**src/rtl/wb_comp.sv**
```systemverilog
// Core-side compressed wishbone bridge: serializes 16-bit wishbone requests onto the
// multiplexed cw pins (addr lo, addr hi + sel, write data) and returns the far-end response.
module wb_comp #(
   parameter int unsigned ADDR_W  = 24,
   parameter int unsigned DATA_W  = 16,
   parameter int unsigned TIMEOUT = 255
) (
   input  logic              i_clk,
   input  logic              i_rst,
   input  logic              wb_cyc,
   input  logic              wb_stb,
   input  logic              wb_we,
   input  logic [ADDR_W-1:0] wb_adr,
   input  logic [1:0]        wb_sel,
   input  logic [DATA_W-1:0] wb_i_dat,
   output logic [DATA_W-1:0] wb_o_dat,
   output logic              wb_ack,
   output logic              wb_err,
   output logic              cw_req,
   output logic              cw_dir,
   output logic [DATA_W-1:0] cw_io_o,
   input  logic [DATA_W-1:0] cw_io_i,
   input  logic              cw_ack,
   input  logic              cw_err,
   output logic              cw_clk,
   output logic              cw_rst
);

   localparam int unsigned CntW = (TIMEOUT > 0) ? $clog2(TIMEOUT + 1) : 1;

   // Each state names the beat currently on the pins; StLat is the cycle after acceptance.
   typedef enum logic [2:0] {
      StIdle, StLat, StAlo, StAhi, StData, StWait, StDone
   } state_e;

   state_e              state_q, state_d;
   logic                we_q, we_d;
   logic [ADDR_W-1:0]   adr_q, adr_d;
   logic [1:0]          sel_q, sel_d;
   logic [DATA_W-1:0]   dat_q, dat_d;
   logic [CntW-1:0]     cnt_q, cnt_d;
   logic                abort_q, abort_d;
   logic                cw_req_q, cw_req_d;
   logic                cw_dir_q, cw_dir_d;
   logic [DATA_W-1:0]   cw_io_q, cw_io_d;
   logic                wb_ack_q, wb_ack_d;
   logic                wb_err_q, wb_err_d;
   logic [DATA_W-1:0]   wb_dat_q, wb_dat_d;
   logic [23:0]         adr24;
   logic                abort_now;

   assign adr24     = 24'(adr_q);
   assign abort_now = abort_q | ~wb_cyc;

   always_ff @(posedge i_clk) begin
      if (i_rst) begin
         state_q  <= StIdle;
         we_q     <= 1'b0;
         adr_q    <= '0;
         sel_q    <= '0;
         dat_q    <= '0;
         cnt_q    <= '0;
         abort_q  <= 1'b0;
         cw_req_q <= 1'b0;
         cw_dir_q <= 1'b0;
         cw_io_q  <= '0;
         wb_ack_q <= 1'b0;
         wb_err_q <= 1'b0;
         wb_dat_q <= '0;
      end else begin
         state_q  <= state_d;
         we_q     <= we_d;
         adr_q    <= adr_d;
         sel_q    <= sel_d;
         dat_q    <= dat_d;
         cnt_q    <= cnt_d;
         abort_q  <= abort_d;
         cw_req_q <= cw_req_d;
         cw_dir_q <= cw_dir_d;
         cw_io_q  <= cw_io_d;
         wb_ack_q <= wb_ack_d;
         wb_err_q <= wb_err_d;
         wb_dat_q <= wb_dat_d;
      end
   end

   always_comb begin
      state_d  = state_q;
      we_d     = we_q;
      adr_d    = adr_q;
      sel_d    = sel_q;
      dat_d    = dat_q;
      cnt_d    = cnt_q;
      abort_d  = abort_now;
      cw_req_d = 1'b0;
      cw_dir_d = cw_dir_q;
      cw_io_d  = '0;
      wb_ack_d = 1'b0;
      wb_err_d = 1'b0;
      wb_dat_d = wb_dat_q;

      unique case (state_q)
         StIdle: begin
            abort_d = 1'b0;
            if (wb_cyc && wb_stb) begin
               we_d    = wb_we;
               adr_d   = wb_adr;
               sel_d   = wb_sel;
               dat_d   = wb_i_dat;
               state_d = StLat;
            end
         end
         StLat: begin
            cw_req_d = 1'b1;
            cw_dir_d = we_q;
            cw_io_d  = DATA_W'(adr24[15:0]);
            state_d  = StAlo;
         end
         StAlo: begin
            cw_io_d = DATA_W'({sel_q, 6'b0, adr24[23:16]});
            state_d = StAhi;
         end
         StAhi: begin
            cnt_d = '0;
            if (we_q) begin
               cw_io_d = dat_q;
               state_d = StData;
            end else begin
               state_d = StWait;
            end
         end
         StData: begin
            state_d = StWait;
         end
         StWait: begin
            cnt_d = cnt_q + CntW'(1);
            // err outranks ack, and a far-end response outranks the local timeout
            if (cw_err) begin
               wb_err_d = ~abort_now;
               state_d  = StDone;
            end else if (cw_ack) begin
               wb_ack_d = ~abort_now;
               if (!we_q && !abort_now) begin
                  wb_dat_d = cw_io_i;
               end
               state_d = StDone;
            end else if ((TIMEOUT != 0) && (cnt_d == CntW'(TIMEOUT))) begin
               wb_err_d = ~abort_now;
               state_d  = StDone;
            end
         end
         StDone: begin
            cw_dir_d = 1'b0;
            cnt_d    = '0;
            state_d  = StIdle;
         end
         default: begin
            state_d = StIdle;
         end
      endcase
   end

   assign wb_o_dat = wb_dat_q;
   assign wb_ack   = wb_ack_q;
   assign wb_err   = wb_err_q;
   assign cw_req   = cw_req_q;
   assign cw_dir   = cw_dir_q;
   assign cw_io_o  = cw_io_q;
   assign cw_clk   = i_clk;
   assign cw_rst   = i_rst;

endmodule

```
**config.mk**
```make
export PLATFORM = sky130hd
export DESIGN_NAME = wb_comp
export DESIGN_NICKNAME = d
export VERILOG_FILES = /design/src/rtl/wb_comp.sv
export SDC_FILE = /design/constraint.sdc
export NUM_CORES = 1
export LEC_CHECK = 0
export BUFFER_PORTS_ARGS = -buffer_cell sky130_fd_sc_hd__buf_2
export CAP_MARGIN = 20
export CORE_UTILIZATION = 45
export DETAILED_ROUTE_END_ITERATION = 8
export PLACE_DENSITY_LB_ADDON = 0.05
export SKIP_LAST_GASP = 1
export SYNTH_ARGS = -nofsm -noshare
export SYNTH_HDL_FRONTEND = slang
export SYNTH_SLANG_ARGS = --single-unit
```
**constraint.sdc**
```tcl
create_clock -name i_clk -period 4 [get_ports i_clk]
set_input_delay 0.2 -clock i_clk [delete_from_list [all_inputs] [get_ports i_clk]]
set_output_delay 0.2 -clock i_clk [all_outputs]
set_load 0.02 [all_outputs]
```
==> impl_metrics.json, run 1 <==
{
  "diodes": 0,
  "cts_tree": "yes",
  "yosysMostFrequentCell": "nand2_1",
  "outcome": "completed",
  "synth_xor_area_share_pct": 0.9573,
  "dp_hpwl_mm": 5.620,
  "grt_usage_pct": 22.73,
  "placementRows": 32,
  "gp_congestion": 0.7942,
  "first_iter_violations": 120,
  "slew_violations": 0,
  "ir_drop_mv": 0.2041,
  "leakage_nw": 2.087,
  "endpoint_kind": "primary output",
  "wire_per_inst_um": 13.59,
  "ys_warn_count": 0,
  "synth_top_area_cell": "dfxtp_1",
  "cap_violations": 0,
  "crit_fanout": 2,
  "ant_nets": 0,
  "routed_wl_mm": 9.201,
  "drtPass1Iterations": 4,
  "tns_ps": 0,
  "ctsResizeCount": 0,
  "crit_arrival_ps": 2370,
  "cp.required_ps": 3800,
  "ys_seq_elements": 91,
  "routed_via_density": 5.096,
  "fin_nets": 638,
  "syn_inst": 429,
  "dp_cells": 600,
  "areaGrowthSynthToFinish_pct": 36.48,
  "finClkSkew_ps": 8.890,
  "rsz0062_at_grt": "no",
  "path_clk_slew_ps": 80,
  "hp-class": "in -> reg",
  "drive_above_1_share_pct": 22.96,
  "remaining_drc_errors": 0,
  "dieHeight_um": 92.18,
  "core_area_um2": 7807,
  "grt_first_pass_wirelength_mm": 15.28,
  "fillerInstances": 710,
  "synth.distinct_cells": 46,
  "ios": 103,
  "yosys-top-cells-area": "dfxtp_1, nand2_1, a21oi_1",
  "clk-insertion-delay-late_ps": 450,
  "synth_mux_area_share_pct": 4.684,
  "worstMarginPinSlew_ps": 1028,
  "yosysSeqAreaShare_pct": 49.78,
  "vias": 3450,
  "synthArstFlopShare_pct": 0,
  "postSynthAreaPerCell_um2": 8.531,
  "initial_core_util_pct": 46.88,
  "synth_area_um2": 3660,
  "grt_pass1_vias": 3363,
  "slew_headroom_pct": 31.43,
  "overflow": 0,
  "numPortBuffers": 102,
  "postCtsSetupBuffers": 0,
  "fp.dieArea_um2": 8497,
  "synthesis.nets": 496,
  "critPathLaunchType": "clock port",
  "grt_max_degree": 56,
  "p_per_area_nw_per_um2": 385.0,
  "finalSetupViolations": 0,
  "hold_viol_final": 0,
  "synth_compound_area_share_pct": 17.20,
  "synth_enable_flop_cells": 0,
  "grt_antenna_before_repair": 0,
  "synth_top_family_by_area": "simple AND/OR/NAND/NOR gates",
  "synth_flop_cell": "dfxtp_1",
  "synth-simple-area-share_pct": 21.37,
  "synthAdderAreaFrac_pct": 0.6838,
  "stdcell_count": 677,
  "critical_path_class": "clk -> out",
  "synth_common_cells": "nand2_1, dfxtp_1, a21oi_1",
  "fp.dieW_um": 92.18,
  "synth_top_area_share_pct": 49.78
}
repair_timing:
action	4_1_cts	5_1_grt
hold endpoints to repair	58	1
hold buffers	58	1
setup endpoints to repair	0	0
layout by cell type (no fill, tap or decap), drive strengths merged, types with 2 or more instances in the layout:
cell type	synthesis	layout
a211oi	3	3
nand2b	4	4
ha	2	2
nand2	108	108
dfxtp	91	91
a2111oi	10	10
a22oi	18	18
a31oi	3	3
buf	16	106
nor3	7	7
nand3	4	4
and2	3	3
nor2	31	31
nor3b	2	2
o21ai	8	8
nor4	2	2
nand4	2	2
or3	4	4
a311oi	2	2
nor2b	4	4
clkbuf	21	14
a21oi	45	45
bufinv	0	2
o21a	2	2
xor2	2	2
xnor2	2	2
inv	4	5
dlygate4sd3	0	59
o31a	2	2
mux2i	16	16
through the flow:
stage          setup WS, ps  power [mW]  hold WS (ps)  utilization (%)  area (um2)
2_1_floorplan          1666       1.101         312.6                -        3660
3_3_place_gp           1665       1.150         334.3            53.13        4148
3_5_place_dp           1665       1.154         334.3            53.13        4148
4_1_cts                1425       1.943         2.443            63.85        4985
5_1_grt                1425       2.013         2.380            63.97        4995
6_report               1432       1.923         17.10            63.97        4995
cell type report:
cell class	instances	area, um2	share of cell area [%]
timing repair buffer	164	1126	22.55
clock buffer	15	187.7	3.758
sequential	91	1822	36.47
clock inverter	4	73.82	1.478
tap	102	127.6	2.555
multi-input combinational	297	1643	32.89
inverter	4	15.01	0.3006
per-layer routing:
layer / vias up / GRT usage (%) / wire length (um)
met5: - / 0 / 0
met4: 0 / 6.771 / 123
met3: 10 / 6.136 / 372
met2: 92 / 39.05 / 4513
met1: 1590 / 27.67 / 4193
li1: 1758 / - / -
flip-flops by register name, indices dropped and copies added, names as in the netlist:
name and count:
abort_q 1, adr24 24, cnt_q 8, cw_dir 1
cw_io_o 16, cw_req 1, dat_q 16, sel_q 2
state_q 3, wb_ack 1, wb_err 1, wb_o_dat 16
we_q 1
critical path, stage by stage:
cell	delay, ps
clkbuf_8	110
clkbuf_8	110
buf_2	150
final timing paths:
path                 endpoint        from  slack, ps  depth (start not counted)
hold / removal      adr24[10]  wb_adr[10]         20                          3
setup / recovery       cw_clk       i_clk       1430                          3
hold reg to reg     adr24[16]   adr24[16]        460                          2
setup reg to reg  cw_io_o[14]  state_q[1]       1760                          3
cell families (layout without fill, tap and decap cells):
| logic type | Yosys count | count (layout) |
|---|---|---|
| buf+inv | 41 | 187 |
| xor+xnor | 4 | 4 |
| simple gates | 176 | 176 |
| fa+ha+maj | 2 | 2 |
| mux | 17 | 17 |
| compound gates | 98 | 98 |
| flops | 91 | 91 |
where the power goes:
part / switching, mW / internal (mW) / total [mW]
Combinational: 0.0996 / 0.0946 / 0.194
Clock: 0.332 / 0.438 / 0.769
Sequential: 0.0250 / 0.935 / 0.960
Total: 0.456 / 1.47 / 1.92
Power figures use the tool's default switching activity.
==> inputs of run 2 (changes only) <==
- clock period: 4 -> 2.68 ns (I/O delays scaled with it)
==> impl_metrics.json, run 2 (same netlist as run 1, synthesis figures left out) <==
{
  "ir_drop_mv": 0.3734,
  "dieHeight_um": 92.18,
  "gp_congestion": 0.8125,
  "place_area_um2": 4190,
  "crit_fanout": 22,
  "fin_crit_sh_pct": 77.53,
  "final_cell_mix": "nand2_1, buf_2, dfxtp_1",
  "mostFrequentLayoutCell": "nand2_1",
  "drive_above_1_share_pct": 23.37,
  "crit_arrival_ps": 2400,
  "core_area_um2": 7807,
  "endpoint_kind": "register",
  "largest_reg_flops": 24,
  "final_cell_area_um2": 5069,
  "fin_nets": 645,
  "overflow": 0,
  "cp.required_ps": 3010,
  "numPortBuffers": 102,
  "whs_ps": 103.4,
  "slew_headroom_pct": 41.10,
  "first_iter_violations": 155,
  "finClkSkew_ps": 10.42,
  "ant_nets": 0,
  "initial_core_util_pct": 46.88,
  "reg2reg_depth": 5,
  "clk-insertion-delay-late_ps": 450,
  "routed_wl_mm": 8.949,
  "finalCriticalPeriod_ps": 2078,
  "grt_antenna_before_repair": 0,
  "diodes": 0,
  "worstMarginPinSlew_ps": 883.5,
  "p_per_area_nw_per_um2": 567.2,
  "slew_violations": 0,
  "outcome": "completed",
  "leakage_nw": 2.120,
  "routed_via_density": 5.088,
  "drtPass1Iterations": 5,
  "areaGrowthSynthToFinish_pct": 38.50,
  "remaining_drc_errors": 0,
  "finalSetupViolations": 0,
  "final_core_util_pct": 64.92,
  "dp_hpwl_mm": 5.664,
  "critPathLaunchType": "register",
  "critical_path_class": "reg -> reg",
  "grt_max_degree": 48,
  "power_mw": 2.875,
  "grt_usage_pct": 21.86,
  "vias": 3480,
  "tns_ps": 0,
  "path_clk_slew_ps": 80,
  "wire_per_inst_um": 13.08,
  "fp.dieW_um": 92.18,
  "placementRows": 32,
  "cts_tree": "yes",
  "cap_violations": 0,
  "fmax_ghz": 0.4813,
  "grt_pass1_vias": 3213,
  "hp-class": "in -> reg",
  "ios": 103,
  "hold_viol_final": 0,
  "holdPathStages": 3,
  "grt_first_pass_wirelength_mm": 14.74,
  "rsz0062_at_grt": "no",
  "fp.dieArea_um2": 8497
}
==> run 2: changes by cell type in the layout (fill, tap and decap cells not counted), sizes merged <==
cell         delta
inv             -1
buf             +4
clkinv          -1
dlygate4sd3     +3
clkinvlp        +2
==> run 2: worst paths after layout <==
| path | from | end | slack (ps) |
|---|---|---|---|
| worst min register to register | dat_q[4] | dat_q[4] | 460 |
| worst max-delay path | state_q[1] | cw_io_o[15] | 600 |
| worst max register to register | state_q[1] | cw_io_o[15] | 600 |
| worst min-delay path | wb_cyc | abort_q | 100 |
==> run 2: critical path: stages (launching register included) <==
cell	delay, ps
dfxtp_1	760
nand2_2	150
nor3b_4	370
buf_4	240
nand2_1	60
a2111oi_0	370
==> run 2: per-layer routing <==
layer | part of all wire, % | up-vias | GRT usage [%]
met5 | 0 | - | 0
met3 | 5.7 | 9 | 4.063
met2 | 49 | 110 | 36.57
li1 | - | 1771 | -
met4 | 0.70 | 0 | 7.552
met1 | 45 | 1590 | 28.18
==> run 2: power by group <==
group / switching, mW / internal (mW) / leakage [nW]
Clock: 0.495 / 0.651 / 0.127
Sequential: 0.0338 / 1.39 / 0.738
Combinational: 0.151 / 0.149 / 1.26
Total: 0.679 / 2.20 / 2.12
==> run 2: timing repair <==
| action | in CTS | in global routing |
|---|---|---|
| buffers inserted | 0 | 0 |
| resized for setup | 0 | 0 |
| hold buffers | 62 | 0 |
| hold endpoints to repair | 61 | 0 |
==> run 2: final cells by class <==
type                    count  area, um2
clock buffers              15      187.7
inverters                   4      15.01
clock inverters             4      75.07
multi-input cells         297       1643
well taps                 102      127.6
flip-flops and latches     91       1822
repair buffers            171       1199
fillers                   711       2739
==> run 2: through the flow <==
step	setup slack [ps]	std cells
after floorplan	1059	429
after global placement	670.2	604
after detailed placement	605.1	604
after CTS	573.2	684
after global routing	381.5	684
final	602.1	684
